`config.mk`:
```
export PLATFORM = sky130hd
export DESIGN_NAME = register_serializer
export DESIGN_NICKNAME = d
export VERILOG_FILES = /design/src/rtl/register_serializer.sv
export SDC_FILE = /design/constraint.sdc
export NUM_CORES = 1
export LEC_CHECK = 0
export CAP_MARGIN = 10
export CORE_AREA = 4 4 57 59
export CTS_CLUSTER_DIAMETER = 120
export DETAILED_ROUTE_END_ITERATION = 16
export DIE_AREA = 0 0 61 63
export HOLD_SLACK_MARGIN = 0.05
export PLACE_DENSITY_LB_ADDON = 0.25
export RECOVER_POWER = 100
export SLEW_MARGIN = 20
export SYNTH_ARGS = -nofsm -noshare
export SYNTH_HDL_FRONTEND = slang
export SYNTH_SLANG_ARGS = --single-unit
```
`constraint.sdc`:
```
create_clock -name clock -period 2.5 [get_ports clock]
set_clock_uncertainty 0.2 [all_clocks]
set_input_delay 0.5 -clock clock [delete_from_list [all_inputs] [get_ports clock]]
set_output_delay 0.5 -clock clock [all_outputs]
set_load 0.01 [all_outputs]
```
`src/rtl/register_serializer.sv`:
```
// Parallel-to-serial framed transmitter: START(0), WIDTH data bits, optional parity, STOP(1).
// Define SERIALIZER_PARITY_EN to insert an even-parity bit between DATA and STOP.
module register_serializer #(
  parameter int WIDTH        = 8,
  parameter int CLKS_PER_BIT = 4,
  parameter bit MSB_FIRST    = 1'b0
) (
  input  logic             clock,
  input  logic             reset_n,
  input  logic [WIDTH-1:0] Data_in,
  input  logic             load,
  output logic             ready,
  output logic             busy,
  output logic             serial_out,
  output logic             done
);

  localparam int CW = (CLKS_PER_BIT > 1) ? $clog2(CLKS_PER_BIT) : 1;
  localparam int BW = $clog2(WIDTH + 1);
  localparam logic [CW-1:0] BAUD_MAX = CW'(CLKS_PER_BIT - 1);
  localparam logic [BW-1:0] BIT_LAST = BW'(WIDTH - 1);

`ifdef SERIALIZER_PARITY_EN
  typedef enum logic [2:0] {S_IDLE, S_START, S_DATA, S_PARITY, S_STOP} state_t;
`else
  typedef enum logic [2:0] {S_IDLE, S_START, S_DATA, S_STOP} state_t;
`endif

  state_t           r_state, w_state_nx;
  logic [WIDTH-1:0] r_shift, w_shift_nx, w_shifted;
  logic [BW-1:0]    r_bit_cnt, w_bit_nx;
  logic [CW-1:0]    r_baud_cnt, w_baud_nx;
  logic             r_serial, r_ready, r_busy, r_done;
  logic             w_serial_nx, w_done_nx;
  logic             w_baud_last, w_cur_bit, w_next_bit;
`ifdef SERIALIZER_PARITY_EN
  logic             r_parity, w_parity_nx;
`endif

  assign w_baud_last = (r_baud_cnt == BAUD_MAX);
  assign w_shifted   = MSB_FIRST ? (r_shift << 1) : (r_shift >> 1);
  assign w_cur_bit   = MSB_FIRST ? r_shift[WIDTH-1]   : r_shift[0];
  assign w_next_bit  = MSB_FIRST ? w_shifted[WIDTH-1] : w_shifted[0];

  // Outputs are registered from the next-state decode so they line up with the
  // state they describe, with no combinational path from the inputs.
  always_comb begin
    w_state_nx  = r_state;
    w_shift_nx  = r_shift;
    w_bit_nx    = r_bit_cnt;
    w_baud_nx   = r_baud_cnt;
    w_serial_nx = 1'b1;
    w_done_nx   = 1'b0;
`ifdef SERIALIZER_PARITY_EN
    w_parity_nx = r_parity;
`endif
    case (r_state)
      S_IDLE: begin
        if (load) begin
          w_state_nx  = S_START;
          w_shift_nx  = Data_in;
          w_bit_nx    = '0;
          w_baud_nx   = '0;
          w_serial_nx = 1'b0;
`ifdef SERIALIZER_PARITY_EN
          w_parity_nx = ^Data_in;
`endif
        end
      end
      S_START: begin
        w_serial_nx = 1'b0;
        if (w_baud_last) begin
          w_baud_nx   = '0;
          w_state_nx  = S_DATA;
          w_serial_nx = w_cur_bit;
        end else begin
          w_baud_nx = r_baud_cnt + 1'b1;
        end
      end
      S_DATA: begin
        w_serial_nx = w_cur_bit;
        if (w_baud_last) begin
          w_baud_nx = '0;
          if (r_bit_cnt == BIT_LAST) begin
            w_bit_nx = '0;
`ifdef SERIALIZER_PARITY_EN
            w_state_nx  = S_PARITY;
            w_serial_nx = r_parity;
`else
            w_state_nx  = S_STOP;
            w_serial_nx = 1'b1;
`endif
          end else begin
            w_shift_nx  = w_shifted;
            w_bit_nx    = r_bit_cnt + 1'b1;
            w_serial_nx = w_next_bit;
          end
        end else begin
          w_baud_nx = r_baud_cnt + 1'b1;
        end
      end
`ifdef SERIALIZER_PARITY_EN
      S_PARITY: begin
        w_serial_nx = r_parity;
        if (w_baud_last) begin
          w_baud_nx   = '0;
          w_state_nx  = S_STOP;
          w_serial_nx = 1'b1;
        end else begin
          w_baud_nx = r_baud_cnt + 1'b1;
        end
      end
`endif
      S_STOP: begin
        if (w_baud_last) begin
          w_baud_nx  = '0;
          w_state_nx = S_IDLE;
          w_done_nx  = 1'b1;
        end else begin
          w_baud_nx = r_baud_cnt + 1'b1;
        end
      end
      default: w_state_nx = S_IDLE;
    endcase
  end

  always_ff @(posedge clock or negedge reset_n) begin
    if (!reset_n) begin
      r_state    <= S_IDLE;
      r_shift    <= '0;
      r_bit_cnt  <= '0;
      r_baud_cnt <= '0;
      r_serial   <= 1'b1;
      r_ready    <= 1'b1;
      r_busy     <= 1'b0;
      r_done     <= 1'b0;
`ifdef SERIALIZER_PARITY_EN
      r_parity   <= 1'b0;
`endif
    end else begin
      r_state    <= w_state_nx;
      r_shift    <= w_shift_nx;
      r_bit_cnt  <= w_bit_nx;
      r_baud_cnt <= w_baud_nx;
      r_serial   <= w_serial_nx;
      r_ready    <= (w_state_nx == S_IDLE);
      r_busy     <= (w_state_nx != S_IDLE);
      r_done     <= w_done_nx;
`ifdef SERIALIZER_PARITY_EN
      r_parity   <= w_parity_nx;
`endif
    end
  end

  assign serial_out = r_serial;
  assign ready      = r_ready;
  assign busy       = r_busy;
  assign done       = r_done;

endmodule

```
==> run_results.csv <==
group,metric,value,unit
floorplanning,die_area,3840,um^2
timing,rsz0062_at_grt,"false",
global_routing,grt_pass1_vias,777,
setup_path,cp-start-kind,"flop",
cells_and_area,area.growth.synth_to_final,20.6,%
clock_network,cts_hold_buffers,0,
logic_synthesis,netlist-cell-type-count,35,
timing,setup_ws,296,ps
clock_network,clk_pin_slew,110,ps
global_routing,grt_start_max_net_pins,13,
clock_network,cts-resized-gates,0,
logic_synthesis,syn_area,1060,um^2
place,gp_congestion,0.747,
clock_network,post_cts_buffers,0,
clock_network,clock_path_buffers,2,
setup_path,endpoint_kind,"flop",
power_and_ir_drop,p_comb_frac,0.196,
timing,worst_pin_slew,559,ps
clock_network,cts_inserted_buffers,3,
global_routing,grt-ovfl-total,0,
cells_and_area,final_cell_mix,"19 x dfrtp_1, 14 x mux2_2, 9 x clkdlybuf4s50_1",
setup_path,path_buf_inv,1,
setup_path,cp.arrival,2190,ps
timing,hold_viol,0,
cells_and_area,nNetsFinal,124,
floorplanning,die_h,63,um
routing,postRouteAntennaNets,0,
hold_path,hp-class,"reg2reg",
power_and_ir_drop,switchingPower,0.191,mW
setup_path,crit_family,"multiplexers",
power_and_ir_drop,finalPower,0.721,mW
logic_synthesis,yosysSeqAreaShare,0.496,
routing,vias_per_cell,5.30,
routing,wl_per_cell,14.9,um
setup_path,path_max_fanout,8,
timing,fin_crit,2200,ps
timing,max_freq,454,MHz
floorplanning,die_w,61,um
routing,vias,748,
logic_synthesis,yosysWarningCount,0,
routing,dr.pass1.iters,2,
clock_network,insertion_delay,290,ps
power_and_ir_drop,clockPowerShare,0.222,
cells_and_area,layout_commonest_cell,"dfrtp_1",
timing,setup_viol,0,
setup_path,max_stage_delay,400,ps
timing,tns,0,ps
clock_network,clock-sinks,21,
floorplanning,start_util,0.392,
place,post-place-ws,81.0,ps
timing,slew_headroom,0.617,
global_routing,grt_pass1_wl,3530,um
power_and_ir_drop,cellLeakagePower,0.548,nW
power_and_ir_drop,irDropWorstVdd,0.455,mV
power_and_ir_drop,p_int,0.530,mW
run,cap_viol_max_count,0,
routing,drt_wl_total,2100,um
clock_network,cts_tree,"done",
logic_synthesis,syn_inst,91,
setup_path,worstPathCellList,"ha_1, mux2i_1, a2111oi_4, buf_4, mux2_2",
place,dp_hpwl,1550,um
clock_network,cts-root-buf,"clkbuf_4",
routing,drt_iter0_markers,14,
cells_and_area,n_fill_cell,259,
floorplanning,rows,19,
routing,remaining_drc_errors,0,
setup_path,slowest_stage,"dfrtp_1",
clock_network,h-tree-depth,1,
place,numPortBuffers,14,
global_routing,antenna_found_initial,0,
timing,period_share,0.882,
timing,slew_violations,0,
power_and_ir_drop,seqPwrFrac,0.582,
logic_synthesis,synth.avg_cell_area,11.7,um^2
setup_path,critPathRequiredTime,2490,ps
cells_and_area,drive_gt1_frac,0.255,
cells_and_area,antennaDiodeCount,0,
logic_synthesis,synthesis.nets,104,
global_routing,grtUsageTotal,0.122,
power_and_ir_drop,swShare,0.265,
logic_synthesis,ys_ff_latch,21,
floorplanning,io_pins,15,
power_and_ir_drop,power_density,562,nW/um^2
setup_path,crit_type,"reg2reg",
floorplanning,core,2710,um^2
cells_and_area,final_util,0.473,
status,outcome,"complete, no violations",
synth_stat cells:
master | n | area [um^2]
ha_1 | 2 | 25.0
mux2_2 | 14 | 158
or2_2 | 1 | 6.26
nor3_1 | 1 | 5.00
and2_1 | 1 | 6.26
nand4b_1 | 1 | 8.76
a22o_1 | 2 | 17.5
a2111oi_4 | 1 | 27.5
nor4b_1 | 1 | 8.76
o2111ai_1 | 1 | 8.76
a21oi_1 | 1 | 5.00
dfrtp_1 | 19 | 475
nor2_1 | 7 | 26.3
a21o_1 | 2 | 15.0
buf_4 | 1 | 7.51
a2111o_1 | 1 | 11.3
mux2i_1 | 1 | 10.0
clkbuf_1 | 4 | 15.0
dfstp_2 | 2 | 52.6
or3b_2 | 1 | 8.76
conb_1 | 1 | 3.75
o21ai_0 | 2 | 10.0
nand4_1 | 1 | 6.26
xor2_1 | 1 | 8.76
a2111oi_0 | 1 | 8.76
and3b_1 | 1 | 8.76
inv_1 | 3 | 11.3
buf_2 | 1 | 5.00
nor3b_2 | 1 | 12.5
o31ai_1 | 2 | 15.0
nor4bb_1 | 1 | 10.0
a221oi_1 | 1 | 8.76
nand3_1 | 4 | 20.0
mux2i_2 | 1 | 13.8
nand2_1 | 6 | 22.5
path summary, 6_finish.rpt:
| path | from | to | slack (ps) | cells after the start |
|---|---|---|---|---|
| worst max-delay path | r_baud_cnt[0] | r_shift[0] | 300 | 5 |
| worst min-delay path | r_bit_cnt[2] | r_bit_cnt[2] | 300 | 1 |
| worst max register to register | r_baud_cnt[0] | r_shift[0] | 300 | 5 |
| worst min register to register | r_bit_cnt[2] | r_bit_cnt[2] | 300 | 1 |
| max in group asynchronous | reset_n | r_shift[7] | 840 | 2 |
| min in group asynchronous | reset_n | r_bit_cnt[1] | 430 | 1 |
kinds of logic (layout without fill, tap and decap cells):
logic type      count (synthesis)  after routing  synth area share
flops                          21             21             0.496
simple gates                   27             27             0.141
fa+ha+maj                       2              2            0.0235
mux                            16             16             0.171
xor+xnor                        1              1           0.00824
other cells                     1              1           0.00353
buf+inv                         9             28            0.0365
compound gates                 14             14             0.120
flip-flops by register name (all words and copies together), names as in the netlist:
| name | count |
|---|---|
| r_shift | 8 |
| r_bit_cnt | 4 |
| r_state | 3 |
| r_baud_cnt | 2 |
| busy | 1 |
| done | 1 |
| ready | 1 |
| serial_out | 1 |
stage by stage:
| stage | area [um^2] | hold WS, ps | std cells |
|---|---|---|---|
| 2_1_floorplan | 1060 | 4.41 | 91 |
| 3_3_place_gp | 1270 | 287 | 137 |
| 3_5_place_dp | 1270 | 285 | 137 |
| 4_1_cts | 1290 | 302 | 141 |
| 5_1_grt | 1280 | 323 | 141 |
| 6_report | 1280 | 295 | 141 |
power by group through the flow:
stage	registers [mW]	clock network, mW	logic, mW
final	0.419	0.160	0.141
after global routing	0.426	0.183	0.158
after CTS	0.419	0.167	0.147
after detailed placement	0.427	0	0.145
after global placement	0.424	0	0.141
after floorplan	0.415	0	0.0940
worst reg2reg max path, stage by stage (launching register included):
cell,delay (ps)
dfrtp_1,400
ha_1,320
mux2i_1,250
a2111oi_4,360
buf_4,220
mux2_2,350
area by class of cell:
| cell class | instances | area, um^2 | share of cell area |
|---|---|---|---|
| clock buffer | 4 | 26.3 | 0.0205 |
| inverter | 3 | 11.3 | 0.00878 |
| multi-input combinational | 61 | 493 | 0.384 |
| sequential | 21 | 528 | 0.412 |
| tap | 31 | 38.8 | 0.0302 |
| timing repair buffer | 21 | 185 | 0.144 |
routing by layer:
layer  track usage  wire, um  share of wire  vias to the layer above
li1              -         -              -                      365
met1         0.161       996           0.47                      370
met2         0.189      1010           0.48                        9
met3        0.0331        69          0.033                        4
met4        0.0407        25          0.012                        0
met5             0         0              0                        -
No activity file was read; power rests on OpenSTA's default activity.
==> patch 1 (same flow settings) <==
The parameter `WIDTH` goes from 8 to 16.
--- a/src/rtl/register_serializer.sv
+++ b/src/rtl/register_serializer.sv
@@ -3,3 +3,3 @@
 module register_serializer #(
-  parameter int WIDTH        = 8,
+  parameter int WIDTH        = 16,
   parameter int CLKS_PER_BIT = 4,
Interface: changed (resized Data_in); port bits go from 15 to 23. The function was not compared with the original's and may differ.
==> patch 1 against the unedited design <==
Wire length rose by 29%. Core utilization rose by 20 points. Non-clock buffer count rose by 6. Area after synthesis rose by 47%. Largest power group unchanged. Highest routed layer unchanged. Worst setup slack got worse by 0.047 ns. Sequential cell count rose by 9. Global-route usage rose by 4.5 points. Via count rose by 34%. Power rose by 53%. Design area rose by 41%. Die area did not move.
==> patch 1: results (changes against the unedited design) <==
[metrics] biggest fanout along the worst timing path: 16 (+8)
[metrics] sequential fraction of the synthesis area: 48.2% (-1.4 points)
[metrics] outcome: completed
[metrics] Clk Latency, worst-skew pair: 0.34 ns (+0.05 ns)
[metrics] Filler Cells Inserted: 233 (-10%)
[metrics] destination of the critical timing path: r_shift[8]
[metrics] total CTS buffers: 5 (+2)
[metrics] total length of routed wires: 2720 um (+29%)
[metrics] via count of the first global-routing pass: 1,032 (+33%)
[metrics] Syn Nets: 145 (+39%)
[metrics] largest cells by area after synthesis: sky130_fd_sc_hd__dfrtp_1 45%, sky130_fd_sc_hd__mux2_2 15%, sky130_fd_sc_hd__mux2_4 8.6%
[metrics] fraction of final layout cells with drive strength greater than 1: 25.2% (-0.29 points)
[metrics] number of design-rule violations left by the first detailed-router iteration: 30 (+16)
[metrics] clock-pin transition on the worst setup and hold timing paths: 0.10 ns
[metrics] slowest stage cell on the critical path: sky130_fd_sc_hd__a311oi_1
[metrics] reg-to-reg slack, setup: 0.25 ns (-0.05 ns)
[metrics] origin of the critical flop-to-flop path: r_bit_cnt[0]
[metrics] distinct cell type count after synthesis: 39 (+11%)
[metrics] tightest slew margin relative to the limit: 52.3% (-9.4 points)
[metrics] global-route wire length before repair: 4760 um (+35%)
[metrics] pin count of the biggest net entering global routing: 31 (+18)
[metrics] Switch Pwr: 287 uW (+50%)
[metrics] critical path data arrival time: 2.26 ns (+0.07 ns)
[metrics] drt pass-1 iters: 4 (+2)
[metrics] final weighted congestion of routability-driven global placement: 0.743 (-0.60%)
[metrics] static leakage: 0.749 nW (+37%)
[metrics] GRT Total Usage: 16.7% (+4.5 points)
[metrics] count of input and output buffers: 22 (+8)
## patch 1: cell count changes after synthesis, sizes merged, moves of 3 or more
| cell | change |
|---|---|
| nand2 | -4 |
| o21ai | +3 |
| mux2 | +16 |
| inv | +3 |
| buf | +4 |
| a311oi | +3 |
| dfrtp | +9 |
## patch 1: layout make-up
class / instances / area share [%]
inverter: 6 / 1.24
tap: 31 / 2.14
sequential: 30 / 41.6
multi-input combinational: 80 / 37.2
clock buffer: 7 / 3.04
clock inverter: 1 / 0.276
timing repair buffer: 27 / 14.6
## patch 1: metal layers
metal,GRT usage (%),part of all wire (%)
met2,24.1,46
met5,0,0
met3,6.20,6.7
met4,6.50,1.9
met1,22.4,46
## patch 1: logic make-up after synthesis
| family | after synthesis | share of synthesized area [%] |
|---|---|---|
| compound gates | 16 | 8.41 |
| other cells | 1 | 0.240 |
| flops | 30 | 48.2 |
| xor+xnor | 1 | 0.561 |
| fa+ha+maj | 2 | 1.60 |
| buf+inv | 14 | 5.68 |
| simple gates | 29 | 10.9 |
| mux | 31 | 24.4 |
## patch 1: critical path, delay by kind of cell (launching register included)
| kind | cells | cell delay, ns |
|---|---|---|
| flip-flops | 1 | 0.42 |
| AND/OR/NAND/NOR | 1 | 0.24 |
| AO/OA/AOI/OAI | 1 | 0.43 |
| adder cells (fa/ha/maj) | 1 | 0.28 |
| buffers and inverters | 1 | 0.21 |
| multiplexers | 1 | 0.33 |
## patch 1: power groups by stage
stage               logic, mW  clock network [mW]  registers [mW]
floorplan               0.160                   0           0.603
global placement        0.211                   0           0.616
detailed placement      0.218                   0           0.621
CTS                     0.221               0.313           0.612
global route            0.208               0.341           0.620
finish                  0.185               0.305           0.610
## patch 1: through the flow
| stage | setup WS [ns] | std cells | utilization, % | instance area [um2] | hold slack [ns] |
|---|---|---|---|---|---|
| floorplan | 0.319 | 124 | - | 1560 | 0.00441 |
| CTS | 0.335 | 182 | 68.8 | 1870 | 0.314 |
| global route | 0.145 | 182 | 66.9 | 1810 | 0.324 |
| detailed placement | 0.206 | 174 | 66.6 | 1810 | 0.290 |
| global placement | 0.238 | 174 | 66.6 | 1810 | 0.285 |
| finish | 0.249 | 182 | 66.9 | 1810 | 0.295 |
## patch 1: worst min-delay path by stage
stage               cells past startpoint  slack, ns        start          end
finish                                  1       0.30   r_shift[6]   r_shift[6]
global route                            1       0.32   r_shift[6]   r_shift[6]
CTS                                     1       0.31  r_shift[14]  r_shift[14]
detailed placement                      1       0.29   r_shift[7]   r_shift[7]
global placement                        1       0.29  r_shift[10]  r_shift[10]
floorplan                               0      0.004      reset_n         busy
==> patch 2 (same flow settings) <==
Without the edit above. Encoding of `state_t`: now one-hot (4 bits for 4 states).
--- a/src/rtl/register_serializer.sv
+++ b/src/rtl/register_serializer.sv
@@ -25,3 +25,3 @@
 `else
-  typedef enum logic [2:0] {S_IDLE, S_START, S_DATA, S_STOP} state_t;
+  typedef enum logic [3:0] {S_IDLE = 4'b0001, S_START = 4'b0010, S_DATA = 4'b0100, S_STOP = 4'b1000} state_t;
 `endif
Behaviour: no difference found for any inputs over 10 cycles, from zero or initial values and one cycle with reset_n low; not proved beyond that.
==> patch 2 against the unedited design <==
Sequential cell count grew 1. Worst setup slack better by 0.054 ns. Design area grew 4.0%. Synthesized cell count is 21% higher. Wire length rose by 9.8%. Area after synthesis is 8.9% higher. Count of clock-buffer cells in the layout shrank 1. Core utilization up 1.9 points. Hold slack better by 0.0036 ns. Critical path depth is 4 lower.
Power is not compared: it rests on default switching activity, and its combinational part moved more than twofold at a synthesized area within 25%.
==> patch 2: results (changes against the unedited design) <==
[metrics] number of design-rule violations left by the first detailed-router iteration: 42 (+28)
[metrics] vias post-DR: 911 (+22%)
[metrics] largest cells by area after synthesis: sky130_fd_sc_hd__dfrtp_1 41%, sky130_fd_sc_hd__dfstp_2 6.8%, sky130_fd_sc_hd__a2bb2oi_1 5.3%
[metrics] sequential fraction of the synthesis area: 47.8% (-1.8 points)
[metrics] global-route wire length before repair: 3950 um (+12%)
[metrics] wire length per cell after detailed routing: 15.0 um (+0.54%)
[metrics] Clk Latency, worst-skew pair: 0.32 ns (+0.03 ns)
[metrics] yosys synthesis warning count: 0 (unchanged)
[metrics] number of antenna violations at the first check in global routing: 0 (unchanged)
[metrics] clock-pin transition on the worst setup and hold timing paths: 0.13 ns (+0.02 ns)
[metrics] outcome: completed
[metrics] fraction of final layout cells with drive strength greater than 1: 13.0% (-12 points)
[metrics] Syn Nets: 123 (+18%)
[metrics] most common library cells after synthesis: 19 x sky130_fd_sc_hd__dfrtp_1, 8 x sky130_fd_sc_hd__o22ai_1, 7 x sky130_fd_sc_hd__a2bb2oi_1, 7 x sky130_fd_sc_hd__nand2_1
[metrics] half-perimeter wire length after detailed placement: 1610 um (+3.3%)
[metrics] critical path data arrival time: 1.45 ns (-0.74 ns)
[metrics] final weighted congestion of routability-driven global placement: 0.731 (-2.2%)
[metrics] pin count of the biggest net entering global routing: 23 (+10)
[metrics] worst slew pin tran: 1.14 ns (+0.586 ns)
[metrics] most frequently used flop master after synthesis: sky130_fd_sc_hd__dfrtp_1
[metrics] distinct cell type count after synthesis: 40 (+14%)
[metrics] biggest fanout along the worst timing path: 1 (-7)
[metrics] via count of the first global-routing pass: 927 (+19%)
[metrics] Final nets: 137 (+10%)
[metrics] critical path's top delay family: buffers and inverters
[metrics] drt pass-1 iters: 4 (+2)
[metrics] cells after synthesis: 110 (+21%)
[metrics] total CTS buffers: 3 (unchanged)
[metrics] routed vias/inst: 5.92 (+12%)
[metrics] Placed Instance Area: 1320 um2 (+4.2%)
[metrics] combinational share of power: 30.0%
[metrics] longest individual stage delay on the worst path: 0.59 ns (+0.19 ns)
[metrics] GRT Total Usage: 13.5% (+1.3 points)
[metrics] Switch Pwr: 388 uW
[metrics] number of H-tree levels: 1 (unchanged)
[metrics] DP Worst Slack: 0.223 ns (+0.142 ns)
[metrics] biggest regs: r_shift (8), r_bit_cnt (4), r_state (4)
[metrics] slowest stage cell on the critical path: sky130_fd_sc_hd__dlygate4sd3_1
[metrics] placed insts: 150 (+9.5%)
[metrics] Gates resized, CTS repair: 0 (unchanged)
-- patch 2: final cells by class --
class / count / area (um2)
fill: 265 / 1380
timing repair buffer: 17 / 159
clock buffer: 3 / 22.5
tap: 31 / 38.8
multi-input combinational: 75 / 510
inverter: 5 / 18.8
clock inverter: 1 / 30.0
sequential: 22 / 554
-- patch 2: layer usage --
layer / part of all wire [%] / routed length (um) / vias up / global-route usage, %
met5: 0 / 0 / - / 0
met4: 1.8 / 41 / 0 / 7.05
met3: 5.8 / 133 / 5 / 3.93
met2: 47 / 1090 / 24 / 20.7
met1: 45 / 1040 / 444 / 16.5
li1: - / - / 438 / -
-- patch 2: kinds of logic after synthesis --
kind of cell | share of synthesized area (%)
XOR/XNOR | 0.756
AND/OR/NAND/NOR | 21.1
adder cells (fa/ha/maj) | 2.16
flip-flops | 47.8
buffers and inverters | 5.51
AO/OA/AOI/OAI | 22.7
-- patch 2: power by group through the flow --
stage               clock [mW]  sequential (mW)  combinational, mW
floorplan                    0            0.554              0.308
global placement             0            0.597              0.389
detailed placement           0            0.602              0.403
CTS                      0.281            0.596              0.403
global route             0.297            0.607              0.411
finish                   0.281            0.586              0.372
-- patch 2: path summary, 6_finish.rpt --
check / start / endpoint / slack [ns] / cells past startpoint
setup / recovery: ready / ready / 0.35 / 1
hold / removal: r_baud_cnt[0] / r_baud_cnt[0] / 0.30 / 1
setup reg to reg: r_baud_cnt[0] / r_shift[3] / 0.37 / 5
hold reg to reg: r_baud_cnt[0] / r_baud_cnt[0] / 0.30 / 1
max in group asynchronous: reset_n / r_shift[3] / 0.72 / 2
min in group asynchronous: reset_n / done / 0.70 / 2
